[src/rtl/rom_cargable_if.sv]
// Load stream and multi-port read bus of the loadable ROM.
// master drives loads and read requests; slave is the ROM itself.
interface rom_cargable_if #(
    parameter int W  = 32,
    parameter int AW = 4,
    parameter int NP = 2
);
    logic             CargaVal;
    logic [W-1:0]     CargaDato;
    logic             Listo;
    logic [NP-1:0]    Lee;
    logic [NP*AW-1:0] Dir;
    logic [NP*W-1:0]  DatoL;
    logic [NP-1:0]    Valido;
    logic [NP-1:0]    Error;

    modport master (
        output CargaVal, CargaDato, Lee, Dir,
        input  Listo, DatoL, Valido, Error
    );

    modport slave (
        input  CargaVal, CargaDato, Lee, Dir,
        output Listo, DatoL, Valido, Error
    );
endinterface

[src/rtl/rom_cargable.sv]
// Multi-port ROM filled once from a word stream after reset, then read-only.
// Each port has a registered read path: data, valid and out-of-range flag.
module rom_cargable #(
    parameter int W     = 32,
    parameter int DEPTH = 16,
    parameter int AW    = 4,
    parameter int NP    = 2
) (
    input  logic           clk,
    input  logic           rst,
    rom_cargable_if.slave  bus
);
    localparam logic [0:0] CARGA = 1'b0;
    localparam logic [0:0] LISTO = 1'b1;

    // Compared at AW+1 bits so DEPTH == 2**AW neither wraps nor flags errors.
    localparam logic [AW:0] LAST  = (AW+1)'(DEPTH - 1);
    localparam logic [AW:0] LIMIT = (AW+1)'(DEPTH);

    logic [W-1:0]    mem [DEPTH];
    logic [0:0]      state;
    logic [AW:0]     ptr;
    logic            load_en;
    logic [NP-1:0]   valido_q;
    logic [NP-1:0]   error_q;
    logic [NP*W-1:0] dato_q;

    assign load_en = (state == CARGA) && bus.CargaVal;

    always_ff @(posedge clk or posedge rst) begin
        if (rst) begin
            state <= CARGA;
            ptr   <= '0;
        end else if (load_en) begin
            ptr <= ptr + (AW+1)'(1);
            if (ptr == LAST)
                state <= LISTO;
        end
    end

    // Array deliberately has no reset: contents survive rst until overwritten.
    always_ff @(posedge clk) begin
        if (load_en)
            mem[ptr[AW-1:0]] <= bus.CargaDato;
    end

    always_ff @(posedge clk or posedge rst) begin
        if (rst) begin
            valido_q <= '0;
            error_q  <= '0;
            dato_q   <= '0;
        end else begin
            for (int i = 0; i < NP; i++) begin
                if ((state == LISTO) && bus.Lee[i]) begin
                    valido_q[i] <= 1'b1;
                    if ({1'b0, bus.Dir[i*AW +: AW]} < LIMIT) begin
                        dato_q[i*W +: W] <= mem[bus.Dir[i*AW +: AW]];
                        error_q[i]       <= 1'b0;
                    end else begin
                        dato_q[i*W +: W] <= '0;
                        error_q[i]       <= 1'b1;
                    end
                end else begin
                    valido_q[i] <= 1'b0;
                    error_q[i]  <= 1'b0;
                end
            end
        end
    end

    assign bus.Listo  = (state == LISTO);
    assign bus.Valido = valido_q;
    assign bus.Error  = error_q;
    assign bus.DatoL  = dato_q;
endmodule

[src/flat_wrapper.sv]
// flat-port wrapper written by rule: the top's interface ports become plain ports
module rom_cargable_flat 
#(
    parameter int W     = 32,
    parameter int DEPTH = 16,
    parameter int AW    = 4,
    parameter int NP    = 2
)
  (clk, rst, bus_CargaVal, bus_CargaDato, bus_Lee, bus_Dir, bus_Listo, bus_DatoL, bus_Valido, bus_Error);
  rom_cargable_if #(.W(W), .AW(AW), .NP(NP)) bus_i ();
  input  logic clk;
  input  logic rst;
  input wire logic [$bits(bus_i.CargaVal)-1:0] bus_CargaVal;
  input wire logic [$bits(bus_i.CargaDato)-1:0] bus_CargaDato;
  input wire logic [$bits(bus_i.Lee)-1:0] bus_Lee;
  input wire logic [$bits(bus_i.Dir)-1:0] bus_Dir;
  output wire logic [$bits(bus_i.Listo)-1:0] bus_Listo;
  output wire logic [$bits(bus_i.DatoL)-1:0] bus_DatoL;
  output wire logic [$bits(bus_i.Valido)-1:0] bus_Valido;
  output wire logic [$bits(bus_i.Error)-1:0] bus_Error;
  assign bus_i.CargaVal = bus_CargaVal;
  assign bus_i.CargaDato = bus_CargaDato;
  assign bus_i.Lee = bus_Lee;
  assign bus_i.Dir = bus_Dir;
  assign bus_Listo = bus_i.Listo;
  assign bus_DatoL = bus_i.DatoL;
  assign bus_Valido = bus_i.Valido;
  assign bus_Error = bus_i.Error;
  rom_cargable #(.W(W), .DEPTH(DEPTH), .AW(AW), .NP(NP)) u_core (.clk(clk), .rst(rst), .bus(bus_i));
endmodule
[config.mk]
export PLATFORM = sky130hd
export DESIGN_NAME = rom_cargable_flat
export DESIGN_NICKNAME = d
export VERILOG_FILES = /design/src/rtl/rom_cargable_if.sv /design/src/rtl/rom_cargable.sv /design/src/flat_wrapper.sv
export SDC_FILE = /design/constraint.sdc
export NUM_CORES = 1
export LEC_CHECK = 0
export ABC_AREA = 0
export CELL_PAD_IN_SITES_DETAIL_PLACEMENT = 1
export CELL_PAD_IN_SITES_GLOBAL_PLACEMENT = 2
export CORE_MARGIN = 2
export CORE_UTILIZATION = 35
export CTS_CLUSTER_SIZE = 30
export DETAILED_ROUTE_END_ITERATION = 6
export PLACE_DENSITY = 0.71
export SKIP_CTS_REPAIR_TIMING = 1
export SYNTH_ARGS = -nofsm -noshare
export SYNTH_HDL_FRONTEND = slang
export SYNTH_SLANG_ARGS = --single-unit
[constraint.sdc]
create_clock -name clk -period 7.9 [get_ports clk]
set_input_delay 2.37 -clock clk [delete_from_list [all_inputs] [get_ports clk]]
set_output_delay 2.37 -clock clk [all_outputs]
set_load 0.01 [all_outputs]
==> results.sh, run 1 <==
export IMPL_cap_violations=0
export IMPL_synthTopCellsByArea="edfxtp_1, mux2i_1, dfrtp_1, a22oi_1, nand3_1"
export IMPL_grt_overflow=0
export IMPL_ios=114
export IMPL_p_sw_uw=2380
export IMPL_avgRoutedWirePerCell_um=27.3
export IMPL_worst_pin_slew_ps=1190
export IMPL_setup_tns_final_ps=0
export IMPL_p_per_area_mw_per_mm2=278
export IMPL_yosysWarnings=0
export IMPL_p_comb_share_pct=17.1
export IMPL_synthFlopType="edfxtp_1"
export IMPL_die_area_mm2=0.0789
export IMPL_period_needed_ps=4540
export IMPL_finish_utilization_pct=40.7
export IMPL_htreeDepth=3
export IMPL_worst_skew_pair_late_latency_ps=600
export IMPL_start_kind="input pin"
export IMPL_portBuffers=111
export IMPL_first_iter_violations=1229
export IMPL_whs_endpoint="u_core.bus.DatoL[34]$_DFFE_PP0P_"
export IMPL_ys_top_cells_by_count="edfxtp_1, mux2i_1, a22oi_1, nand2_1, nand3_1"
export IMPL_p_leak_uw=0.0115
export IMPL_p_clk_share_pct=36.4
export IMPL_drc_errors=0
export IMPL_clock_fmax_mhz=220
export IMPL_finalSetupViolations=0
export IMPL_dieHeight_um=281
export IMPL_min_delay_start="u_core.bus.DatoL[34]$_DFFE_PP0P_"
export IMPL_syn_inst=1868
export IMPL_dr_wl_met3_um=3530
export IMPL_netlist_area_mm2=0.0268
export IMPL_critPathKind="in2reg"
export IMPL_top_layer="met5"
export IMPL_drive_gt1_share_pct=8.57
export IMPL_vias=16800
export IMPL_min_path_cells=2
export IMPL_synth_edf_count=512
export IMPL_wl_um=82800
export IMPL_antenna_found_initial=3
export IMPL_crit_fanout=34
export IMPL_cp_end_kind="register"
export IMPL_cts_made_buffers=66
export IMPL_drv_slew=0
export IMPL_die_w_um=281
export IMPL_num_rows=101
export IMPL_hold_violations=0
export IMPL_fin_nets=2006
export IMPL_clock_skew_ps=17.2
export IMPL_worst_hold_slack_ps=480
export IMPL_swShare_pct=27.7
export IMPL_first_pass_iters=5
export IMPL_grt_pass1_wl_um=120000
export IMPL_grt_max_degree=95
export IMPL_slew_headroom_pct=20.6
export IMPL_reg2reg_to="u_core.bus.DatoL[27]$_DFFE_PP0P_"
export IMPL_intPower_uw=6220
export IMPL_status="completed"
export IMPL_cts_tree="built"
export IMPL_ir_drop_mv=0.158
export IMPL_rsz0062_at_grt="false"
export IMPL_min_path_type="reg2reg"
export IMPL_rr_worst_depth=6
export IMPL_yosys_area_top_type_share_pct=57.3
export IMPL_synth_seq_area_share_pct=64.0
export IMPL_cp_arrival_ps=5070
export IMPL_synth_cell_types=31
export IMPL_ys_ff_latch=584
export IMPL_cts_sinks=584
export IMPL_async_flop_share_pct=12.3
export IMPL_grt_pass1_vias=17900
export IMPL_routed_via_density=5.54
export IMPL_period_share_pct=57.5
export IMPL_clockRootBuffer="clkbuf_16"
export IMPL_m1WireLength_um=37400
export IMPL_seqPwrFrac_pct=46.4
export IMPL_syn_to_final_growth_pct=15.3
export IMPL_r2r_start="u_core.bus.Listo$_DFFE_PP0P_"
export IMPL_dr_wl_met2_um=39000
export IMPL_synth_area_per_cell_um2=14.4
export IMPL_cts_buffer_depth=3
export IMPL_dp_final_hpwl_um=45200
export IMPL_critPathRequiredTime_ps=8430
export IMPL_rrSetupSlack_ps=4780
export IMPL_path_clk_slew_ps=60
export IMPL_groute_usage_overall_pct=20.9
export IMPL_yosysTopAreaCell="edfxtp_1"
export IMPL_core_mm2=0.0759
export IMPL_routabilityCongestion=0.760
export IMPL_start_util_pct=35.3
export IMPL_antenna_left=0
[placed cells by master, fill, tap and decap left out, types with 5 or more instances in the layout]
master	synthesis	layout
clkinv_1	0	5
ha_1	5	5
bufinv_16	0	6
a21oi_1	18	18
clkbuf_16	0	69
nand3_1	148	148
nand4_1	47	47
dfrtp_1	72	72
and2_2	0	18
clkdlybuf4s50_1	0	109
buf_4	26	39
clkbuf_8	0	10
nand2_1	180	178
a22oi_1	192	192
edfxtp_1	512	512
clkbuf_1	18	15
clkinv_2	0	11
inv_1	6	5
mux2i_1	512	512
[how the worst max path moves through the flow]
stage | startpoint | to | slack (ps) | depth (start not counted)
finish | bus_Lee[0] | u_core.bus.DatoL[27]$_DFFE_PP0P_ | 3360 | 7
global route | bus_CargaVal | u_core.mem[6][15]$_DFFE_PP_ | 3280 | 5
CTS | u_core.bus.Listo$_DFFE_PP0P_ | bus_Listo | 3290 | 1
detailed placement | bus_Dir[6] | u_core.bus.DatoL[45]$_DFFE_PP0P_ | 2780 | 6
global placement | bus_Dir[6] | u_core.bus.DatoL[58]$_DFFE_PP0P_ | 2820 | 6
floorplan | rst | u_core.bus.DatoL[0]$_DFFE_PP0P_ | 3710 | 1
[metrics by stage]
step | setup WS (ps) | cells | instance area (um^2) | power (uW)
2_1_floorplan | 3710 | 1869 | 26800 | 4690
3_3_place_gp | 2820 | 2918 | 28700 | 5520
3_5_place_dp | 2780 | 2918 | 28700 | 5550
4_1_cts | 3290 | 3037 | 30900 | 8690
5_1_grt | 3280 | 3037 | 30900 | 8930
6_report | 3360 | 3038 | 30900 | 8600
[routing by layer]
metal | track usage (%) | vias up
li1 | - | 7428
met1 | 28.0 | 8821
met2 | 34.3 | 419
met3 | 2.92 | 158
met4 | 8.19 | 2
met5 | 0 | -
[cells by family after synthesis]
family	after synthesis	share of synthesized area (%)
AOI/OAI and AO/OA	213	5.77
xor gates and xnor gates	3	0.0979
adders and majority gates	5	0.233
buffers and inverters	140	3.65
DFF	584	64.0
muxes	512	19.1
other	1	0.0140
and+or+nand+nor	410	7.15
[state kept, by name, summed over array words and instances, names as in the netlist]
name / cells
u_core.bus.DatoL: 64
u_core.bus.Valido: 2
u_core.ptr: 5
u_core.mem: 512
u_core.bus.Listo: 1
[worst max-delay path: stages]
cell and delay (ps):
clkdlybuf4s50_1 530, nand2_2 60, buf_4 390, nor2_4 990
buf_4 410, nand4_1 180, nand3_1 120
[cell type report]
class	instances	area, um^2
Tap cell	1030	1290
Timing Repair Buffer	153	1470
Clock inverter	25	280
Sequential cell	584	17200
Antenna cell	1	2.50
Fill cell	7627	45000
Clock buffer	94	1920
Multi-Input combinational cell	1145	8770
Inverter	6	25.0
[power by group through the flow]
stage / Sequential [uW] / Combinational (uW) / Clock [uW]
6_report: 3990 / 1470 / 3130
5_1_grt: 4030 / 1600 / 3300
4_1_cts: 4000 / 1500 / 3190
3_5_place_dp: 4060 / 1490 / 0
3_3_place_gp: 4050 / 1470 / 0
2_1_floorplan: 4020 / 673 / 0
Power figures use the tool's default switching activity.
==> run 2, diff against run 1 <==
--- a/config.mk
+++ b/config.mk
@@ -12,7 +12,7 @@
 export CORE_UTILIZATION = 35
 export CTS_CLUSTER_SIZE = 30
 export DETAILED_ROUTE_END_ITERATION = 6
-export PLACE_DENSITY = 0.71
+export PLACE_DENSITY = 0.74
 export SKIP_CTS_REPAIR_TIMING = 1
 export SYNTH_ARGS = -nofsm -noshare
 export SYNTH_HDL_FRONTEND = slang
==> constraint.sdc (replaced) <==
create_clock -name clk -period 3.7 [get_ports clk]
set_input_delay 1.11 -clock clk [delete_from_list [all_inputs] [get_ports clk]]
set_output_delay 1.11 -clock clk [all_outputs]
set_load 0.01 [all_outputs]
==> run 2 against run 1 <==
  * Via count rose by 2.3%
  * Clock-buffer cell count is 2 higher
  * Core utilization grew 0.99 points
  * Non-clock buffer count up 39
  * Critical endpoint is now bus_Listo
  * Highest routed layer is now met4
==> results.sh, run 2 (synthesis gave the netlist of run 1 again) <==
export IMPL_slew_headroom_pct=48.4
export IMPL_antenna_found_initial=0
export IMPL_wl_um=82700
export IMPL_critPathMaxStageDelay_ps=750
export IMPL_groute_usage_overall_pct=20.9
export IMPL_antennaDiodeCount=0
export IMPL_period_needed_ps=3120
export IMPL_min_path_cells=2
export IMPL_worst_pin_slew_ps=774
export IMPL_start_util_pct=35.3
export IMPL_portBuffers=111
export IMPL_cap_violations=0
export IMPL_avgRoutedWirePerCell_um=26.8
export IMPL_clockRootBuffer="clkbuf_16"
export IMPL_routabilityCongestion=0.790
export IMPL_drc_errors=0
export IMPL_drv_slew=0
export IMPL_path_buf_inv=1
export IMPL_drive_gt1_share_pct=10.0
export IMPL_dieHeight_um=281
export IMPL_layout_common_cells="mux2i_1, edfxtp_1, a22oi_1"
export IMPL_ir_drop_mv=0.253
export IMPL_grt_max_degree=65
export IMPL_rsz0062_at_grt="false"
export IMPL_rr_worst_depth=4
export IMPL_place_area_mm2=0.0295
export IMPL_min_path_type="reg2reg"
export IMPL_cts_sinks=584
export IMPL_syn_to_final_growth_pct=18.1
export IMPL_num_rows=101
export IMPL_first_iter_violations=1320
export IMPL_worst_skew_pair_late_latency_ps=600
export IMPL_cp_arrival_ps=2010
export IMPL_clock_skew_ps=17.1
export IMPL_ios=114
export IMPL_critPathKind="reg2out"
export IMPL_start_kind="register"
export IMPL_htreeDepth=3
export IMPL_finalSetupViolations=0
export IMPL_placed_cells=2957
export IMPL_crit_fanout=10
export IMPL_largest_register_ffs=512
export IMPL_path_clk_slew_ps=60
export IMPL_setup_tns_final_ps=0
export IMPL_cts_made_buffers=67
export IMPL_fin_area_mm2=0.0317
export IMPL_first_pass_iters=5
export IMPL_vias=17200
export IMPL_fin_nets=2046
export IMPL_hold_violations=0
export IMPL_critical_path_cell_count=1
export IMPL_antenna_left=0
export IMPL_stdcell_count=3079
export IMPL_cts_buffer_depth=3
export IMPL_crit_chain="clkdlybuf4s50_1"
export IMPL_status="completed"
export IMPL_nFillCells=7629
export IMPL_grt_overflow=0
export IMPL_routed_via_density=5.59
export IMPL_finish_utilization_pct=41.7
export IMPL_crit_family="flip-flops"
export IMPL_grt_pass1_wl_um=122000
export IMPL_dp_final_hpwl_um=50100
export IMPL_core_mm2=0.0759
export IMPL_cp_end_kind="output pin"
export IMPL_p_per_area_mw_per_mm2=582
export IMPL_p_leak_uw=0.0118
export IMPL_clock_fmax_mhz=320
export IMPL_grt_pass1_vias=18800
export IMPL_slowest_stage="dfrtp_1"
export IMPL_die_area_mm2=0.0789
export IMPL_cts_tree="built"
export IMPL_die_w_um=281
export IMPL_critPathRequiredTime_ps=2590
export IMPL_period_share_pct=84.4
[run 2: cell types whose count changed in the layout (fill, tap and decap cells not counted), sizes merged]
cell	change
buf	+39
clkinv	+1
diode	-1
clkbuf	+2
inv	-2
clkinvlp	+2
[run 2: final cells by class]
cell class                      instances  area (um^2)  area share [%]
Clock buffer                           96         1920            6.06
Timing Repair Buffer                  192         2230            7.04
Sequential cell                       584        17200            54.2
Inverter                                6         25.0          0.0790
Multi-Input combinational cell       1145         8770            27.7
Clock inverter                         26          278           0.876
Tap cell                             1030         1290            4.07
[run 2: per-layer routing]
| layer | routed length [um] | global-route usage [%] |
|---|---|---|
| met1 | 36100 | 27.2 |
| met2 | 40900 | 36.0 |
| met3 | 3670 | 2.91 |
| met4 | 2050 | 6.55 |
| met5 | 0 | 0 |
[run 2: worst paths after layout]
path / from / endpoint / slack (ps)
max in group asynchronous: rst / u_core.bus.DatoL[1]$_DFFE_PP0P_ / 1970
setup / recovery: u_core.bus.Listo$_DFFE_PP0P_ / bus_Listo / 580
hold reg to reg: u_core.bus.DatoL[18]$_DFFE_PP0P_ / u_core.bus.DatoL[18]$_DFFE_PP0P_ / 480
setup reg to reg: u_core.bus.Listo$_DFFE_PP0P_ / u_core.mem[10][17]$_DFFE_PP_ / 1410
min in group asynchronous: rst / u_core.bus.Valido[0]$_DFF_PP0_ / 980
hold / removal: u_core.bus.DatoL[18]$_DFFE_PP0P_ / u_core.bus.DatoL[18]$_DFFE_PP0P_ / 480
[run 2: where the power goes]
| group | internal, uW | total [uW] | switching [uW] |
|---|---|---|---|
| Clock | 4030 | 6680 | 2660 |
| Combinational | 1370 | 3260 | 1890 |
| Sequential | 7980 | 8500 | 523 |
| Total | 13400 | 18400 | 5070 |
[run 2: metrics by stage]
step | worst slack, ps | hold slack (ps) | power (uW)
6_report | 577 | 480 | 18400
5_1_grt | 485 | 514 | 19100
4_1_cts | 563 | 487 | 18600
3_5_place_dp | 539 | 474 | 11900
3_3_place_gp | 561 | 473 | 11800
2_1_floorplan | 765 | 450 | 10000
==> run 3, diff against run 2 <==
--- a/config.mk
+++ b/config.mk
@@ -12,7 +12,7 @@
 export CORE_UTILIZATION = 35
 export CTS_CLUSTER_SIZE = 30
 export DETAILED_ROUTE_END_ITERATION = 6
-export PLACE_DENSITY = 0.74
+export PLACE_DENSITY = 0.71
 export SKIP_CTS_REPAIR_TIMING = 1
 export SYNTH_ARGS = -nofsm -noshare
 export SYNTH_HDL_FRONTEND = slang
==> constraint.sdc (replaced) <==
create_clock -name clk -period 2.9 [get_ports clk]
set_input_delay 0.87 -clock clk [delete_from_list [all_inputs] [get_ports clk]]
set_output_delay 0.87 -clock clk [all_outputs]
set_load 0.01 [all_outputs]
==> run 3 against run 2 <==
  * Global-route usage grew 1.5 points
  * Cell count is 1.4% higher
  * Critical path depth did not move
  * Largest power group unchanged
==> results.sh, run 3 (synthesis gave the netlist of run 1 again) <==
export IMPL_p_clk_share_pct=34.2
export IMPL_path_clk_slew_ps=60
export IMPL_dieHeight_um=281
export IMPL_ir_drop_mv=0.364
export IMPL_setup_tns_final_ps=0
export IMPL_cts_made_buffers=66
export IMPL_multi_input_area_mm2=0.00877
export IMPL_clock_fmax_mhz=360
export IMPL_clock_skew_ps=36.2
export IMPL_portBuffers=111
export IMPL_groute_usage_overall_pct=22.4
export IMPL_grt_pass1_vias=18400
export IMPL_p_leak_uw=0.0121
export IMPL_cap_violations=0
export IMPL_slowest_stage="clkdlybuf4s50_1"
export IMPL_p_per_area_mw_per_mm2=725
export IMPL_num_rows=101
export IMPL_swShare_pct=28.8
export IMPL_finish_utilization_pct=42.4
export IMPL_hold_violations=0
export IMPL_critPathKind="reg2out"
export IMPL_wl_um=88600
export IMPL_syn_to_final_growth_pct=20.1
export IMPL_drive_gt1_share_pct=11.6
export IMPL_drv_slew=0
export IMPL_cp_arrival_ps=1910
export IMPL_largest_register_ffs=512
export IMPL_period_needed_ps=2780
export IMPL_cts_sinks=584
export IMPL_grt_max_degree=53
export IMPL_p_comb_share_pct=19.2
export IMPL_critPathRequiredTime_ps=2030
export IMPL_routed_via_density=5.63
export IMPL_grt_overflow=0
export IMPL_core_mm2=0.0759
export IMPL_cts_tree="built"
export IMPL_die_w_um=281
export IMPL_status="completed"
export IMPL_first_pass_iters=5
export IMPL_start_kind="register"
export IMPL_antenna_left=0
export IMPL_drc_errors=0
export IMPL_setup_ws_ps=119
export IMPL_period_share_pct=95.9
export IMPL_avgRoutedWirePerCell_um=28.4
export IMPL_vias=17600
export IMPL_clockRootBuffer="clkbuf_16"
export IMPL_placed_cells=3000
export IMPL_seqPwrFrac_pct=46.6
export IMPL_rsz0062_at_grt="false"
export IMPL_crit_chain="clkdlybuf4s50_1"
export IMPL_critPathMaxStageDelay_ps=680
export IMPL_htreeDepth=3
export IMPL_register_area_mm2=0.0172
export IMPL_ios=114
export IMPL_dp_final_hpwl_um=56500
export IMPL_slew_headroom_pct=48.7
export IMPL_crit_fanout=6
export IMPL_cp_end_kind="output pin"
export IMPL_fin_nets=2088
export IMPL_preCtsSetupSlack_ps=11.8
export IMPL_antenna_found_initial=3
export IMPL_routabilityCongestion=0.784
export IMPL_layout_common_cells="mux2i_1, edfxtp_1, a22oi_1"
export IMPL_p_sw_uw=6740
export IMPL_start_util_pct=35.3
export IMPL_finalSetupViolations=0
export IMPL_intPower_uw=16600
export IMPL_worst_hold_slack_ps=483
export IMPL_die_area_mm2=0.0789
export IMPL_worst_pin_slew_ps=767
export IMPL_worst_skew_pair_late_latency_ps=610
export IMPL_cts_buffer_depth=3
export IMPL_min_path_type="reg2reg"
export IMPL_path_buf_inv=1
export IMPL_first_iter_violations=1613
export IMPL_grt_pass1_wl_um=128000
export IMPL_nFillCells=7642
export IMPL_rrSetupSlack_ps=730
export IMPL_crit_family="buffers and inverters"
export IMPL_stdcell_count=3123
==> run 3: changes by cell type in the layout (fill, tap and decap cells not counted), moves of 3 or more <==
| cell | delta |
|---|---|
| buf_4 | +14 |
| diode_2 | +3 |
| buf_12 | +29 |
| bufinv_16 | -5 |
==> run 3: layout make-up <==
class,count,area share (%)
timing repair buffer,235,9.05
multi-input combinational,1145,27.2
antenna,3,0.0233
clock buffer,93,5.73
inverter,6,0.0776
clock inverter,27,0.602
tap,1030,4.00
sequential,584,53.3
==> run 3: worst paths after layout <==
kind                                                  start                               end  depth (start not counted)
min                        u_core.bus.DatoL[24]$_DFFE_PP0P_  u_core.bus.DatoL[24]$_DFFE_PP0P_                          2
max                            u_core.bus.Listo$_DFFE_PP0P_                         bus_Listo                          1
max reg2reg                    u_core.bus.Listo$_DFFE_PP0P_       u_core.mem[4][30]$_DFFE_PP_                          6
max in group asynchronous                               rst  u_core.bus.DatoL[33]$_DFFE_PP0P_                          3
min reg2reg                u_core.bus.DatoL[24]$_DFFE_PP0P_  u_core.bus.DatoL[24]$_DFFE_PP0P_                          2
min in group asynchronous                               rst    u_core.bus.Valido[0]$_DFF_PP0_                          2
==> run 3: per-layer routing <==
layer	global-route usage (%)	vias up	routed length, um
met2	36.3	597	42000
met4	6.46	2	2010
met3	4.24	134	5390
met1	30.6	9230	39200
li1	-	7607	-
met5	0	-	13
==> run 3: stage by stage <==
stage                     power, uW  cell area [um^2]
final                         23400             32200
after global placement        15500             30200
after CTS                     23600             32200
after detailed placement      15600             30200
after global routing          24200             32200
after floorplan               12800             26800
==> run 3: power groups by stage <==
stage	combinational, uW	sequential (uW)	clock (uW)
CTS	4520	10900	8160
finish	4480	10900	8000
detailed placement	4500	11100	0
global route	4780	11000	8460
global placement	4430	11000	0
floorplan	1830	10900	0
==> edit 1 (config.mk and constraints of run 3) <==
`W` is set to 32 in 3 places; all go to 36.
--- a/src/rtl/rom_cargable_if.sv
+++ b/src/rtl/rom_cargable_if.sv
@@ -2,5 +2,5 @@
 // master drives loads and read requests; slave is the ROM itself.
 interface rom_cargable_if #(
-    parameter int W  = 32,
+    parameter int W  = 36,
     parameter int AW = 4,
     parameter int NP = 2
--- a/src/rtl/rom_cargable.sv
+++ b/src/rtl/rom_cargable.sv
@@ -2,5 +2,5 @@
 // Each port has a registered read path: data, valid and out-of-range flag.
 module rom_cargable #(
-    parameter int W     = 32,
+    parameter int W     = 36,
     parameter int DEPTH = 16,
     parameter int AW    = 4,
--- a/src/flat_wrapper.sv
+++ b/src/flat_wrapper.sv
@@ -2,5 +2,5 @@
 module rom_cargable_flat 
 #(
-    parameter int W     = 32,
+    parameter int W     = 36,
     parameter int DEPTH = 16,
     parameter int AW    = 4,
Ports: changed (resized bus_CargaDato and bus_DatoL); port bits go from 114 to 126. No check against the original RTL was run, so the function may have changed too.
==> edit 1 against run 3 <==
  * Synthesized cell count is 12% higher
  * Area after synthesis grew 12%
  * Non-clock buffer count down 9
  * Combinational power rose by 9.4%
  * Worst setup slack better by 170 ps
  * Sequential cell count increased by 72
  * Cell area increased by 11%
  * Fmax is 6.3% higher
  * First-iteration DRC count fell by 19%
  * Register-to-register slack better by 230 ps
  * Power grew 13%
  * Wire length increased by 9.7%
  * Critical path type unchanged
  * Largest power group unchanged
  * Highest routed layer is now met4
==> edit 1: results <==
export IMPL_synth_fa_ha_area_share_pct=0.207
export IMPL_grt_max_degree=57
export IMPL_viasPerCell=5.60
export IMPL_synth_seq_area_share_pct=63.9
export IMPL_port_buffers=123
export IMPL_worst_pin_slew_ps=754
export IMPL_place_gp_congestion=0.789
export IMPL_avgSynthCellArea_um2=14.4
export IMPL_cp_arrival_ps=1750
export IMPL_placed_area_um2=33400
export IMPL_synthTopCellsByCount="edfxtp_1, mux2i_1, a22oi_1"
export IMPL_status="completed"
export IMPL_synthXorXnorAreaFrac_pct=0.0871
export IMPL_first_iter_violations=1301
export IMPL_synth_compound_area_share_pct=5.73
export IMPL_synth_area_mux_share_pct=19.1
export IMPL_netSwitchingPower_mw=7.45
export IMPL_power_leakage_nw=13.4
export IMPL_drt_total_wl_um=97200
export IMPL_clock_skew_ps=26.8
export IMPL_syn_cell_area_um2=30200
export IMPL_grt_pass1_vias=21200
export IMPL_synth_edf_count=576
export IMPL_critPathMaxFanout=2
export IMPL_globalRouteTotalUtil_pct=21.7
export IMPL_vias=19300
export IMPL_antenna_found_initial=0
export IMPL_cts_buffers=74
export IMPL_async_flop_share_pct=12.2
export IMPL_fin_nets=2299
export IMPL_drive_gt1_share_pct=10.7
export IMPL_hpwl_um=57400
## edit 1: cell type report
class | instances | area (um2)
timing repair buffer | 226 | 2870
multi-input combinational | 1281 | 9820
clock inverter | 31 | 312
sequential | 656 | 19300
fill | 8550 | 49400
antenna | 1 | 2.50
inverter | 6 | 26.3
clock buffer | 107 | 2120
tap | 1144 | 1430
## edit 1: routing by layer
layer	routed length, um	global-route usage [%]
met3	4920	3.56
met2	46800	36.3
met4	3450	8.47
met5	0	0
met1	42000	28.0
## edit 1: path summary, 6_finish.rpt
kind,end,start,cells past startpoint,slack [ps]
max,bus_DatoL[52],u_core.bus.DatoL[52]$_DFFE_PP0P_,1,280
min,u_core.bus.DatoL[66]$_DFFE_PP0P_,u_core.bus.DatoL[66]$_DFFE_PP0P_,2,480
max reg2reg,u_core.mem[3][17]$_DFFE_PP_,u_core.bus.Listo$_DFFE_PP0P_,4,960
min reg2reg,u_core.bus.DatoL[66]$_DFFE_PP0P_,u_core.bus.DatoL[66]$_DFFE_PP0P_,2,480
max in group asynchronous,u_core.bus.DatoL[54]$_DFFE_PP0P_,rst,3,1620
min in group asynchronous,u_core.bus.DatoL[0]$_DFFE_PP0P_,rst,2,630
## edit 1: metrics by stage
stage | setup WS, ps | hold WS, ps | util, %
5_1_grt | 253 | 511 | 42.1
2_1_floorplan | 199 | 450 | -
3_3_place_gp | 104 | 461 | 39.2
6_report | 284 | 475 | 42.1
4_1_cts | 241 | 480 | 42.1
3_5_place_dp | 125 | 468 | 39.2
## edit 1: logic make-up after synthesis
group,after synthesis
adders and majority gates,5
DFF,656
AOI/OAI and AO/OA,237
other,1
buffers and inverters,156
muxes,576
and+or+nand+nor,458
xor gates and xnor gates,3
==> edit 2 (settings of run 3) <==
Without the edit above. Make the reset (`rst`) synchronous in 2 clocked blocks.
--- a/src/rtl/rom_cargable.sv
+++ b/src/rtl/rom_cargable.sv
@@ -28,5 +28,5 @@
     assign load_en = (state == CARGA) && bus.CargaVal;
 
-    always_ff @(posedge clk or posedge rst) begin
+    always_ff @(posedge clk) begin
         if (rst) begin
             state <= CARGA;
@@ -45,5 +45,5 @@
     end
 
-    always_ff @(posedge clk or posedge rst) begin
+    always_ff @(posedge clk) begin
         if (rst) begin
             valido_q <= '0;
Behaviour: same outputs for any inputs over 10 cycles, from zero or initial values and one cycle with rst high; that may be too few to reach the edited logic, so the function may still have changed.
==> edit 2 against run 3 <==
  * Non-clock buffer count is 32 lower
  * Clock skew is 18 ps lower
  * Final cell count is 17% lower
  * Worst hold slack better by 11 ps
  * Sequential cell count stayed put
  * Count of clock-buffer cells in the layout is 3 higher
  * Core utilization is 0.068 points lower
  * Worst setup slack better by 53 ps
  * Wire length is 16% lower
  * Sequential share of layout area is 0.20 points higher
  * Cell area is 2.5% lower
  * Area after synthesis is 2.6% lower
Power is not compared: it rests on default switching activity, and its combinational part moved more than twofold at a synthesized area within 25%.
==> edit 2: results <==
export IMPL_globalRouteTotalUtil_pct=19.3
export IMPL_avgRoutedWirePerCell_um=28.6
export IMPL_relSlewSlack_pct=26.4
export IMPL_placed_area_um2=29200
export IMPL_synthDistinctLibCells=34
export IMPL_holdWs_ps=494
export IMPL_cp_arrival_ps=1860
export IMPL_synthCells=1406
export IMPL_use_met1_pct=23.7
export IMPL_min_from="u_core.bus.DatoL[55]$_SDFFE_PP0P_"
export IMPL_r2r_end="u_core.bus.DatoL[16]$_SDFFE_PP0P_"
export IMPL_dp_slack_ps=-54.4
export IMPL_r2r_cells=4
export IMPL_grtUsageMet2_pct=34.2
export IMPL_rrSetupSlack_ps=810
export IMPL_vias=14700
export IMPL_grt_pass1_vias=16300
export IMPL_hpwl_um=45300
export IMPL_fin_nets=1613
export IMPL_multi_input_area_um2=8830
export IMPL_first_iter_violations=897
export IMPL_dp_cells=2463
export IMPL_wl_met3_um=3220
export IMPL_grt_max_degree=33
export IMPL_fillers=7062
export IMPL_synthTopCellsByCount="edfxtp_1, mux2i_1, mux4_2"
export IMPL_worst_slack_ps=172
export IMPL_drive_gt1_share_pct=23.3
export IMPL_antenna_found_initial=1
export IMPL_clock_skew_ps=18.5
export IMPL_synth_seq_area_share_pct=64.3
export IMPL_status="completed"
export IMPL_crit_path_start="u_core.bus.Listo$_SDFFE_PP0P_"
export IMPL_met2_length_um=38400
export IMPL_min_to="u_core.bus.DatoL[55]$_SDFFE_PP0P_"
export IMPL_finalNonFillerCells=2584
export IMPL_cts_buffers=67
export IMPL_grt_pass1_wl_um=109000
export IMPL_worstSkewPairLatency_ps=590
## edit 2: cell count changes after synthesis, sizes merged, moves of 72 or more
cell	change
a22oi	-126
dfrtp	-72
mux4	+190
nand3	-148
dfxtp	+72
mux2i	-378
nand2	-113
## edit 2: layout make-up
| type | count | share of cell area [%] |
|---|---|---|
| Clock buffer | 96 | 6.17 |
| Clock inverter | 25 | 0.884 |
| Inverter | 3 | 0.0358 |
| Multi-Input combinational cell | 704 | 28.1 |
| Sequential cell | 584 | 53.5 |
| Tap cell | 969 | 3.86 |
| Timing Repair Buffer | 203 | 7.48 |
## edit 2: cells by family after synthesis
kind of cell | synth area share (%)
other | 0.0143
AOI/OAI and AO/OA | 5.37
adders and majority gates | 0.239
and+or+nand+nor | 1.80
muxes | 25.5
xor gates and xnor gates | 0.100
buffers and inverters | 2.66
DFF | 64.3
## edit 2: report_power, final
part	switching, mW	total, mW	internal, mW
registers	0.0386	9.27	9.23
logic	0.652	1.20	0.548
clock network	3.33	8.52	5.18
total	4.02	19.0	15.0
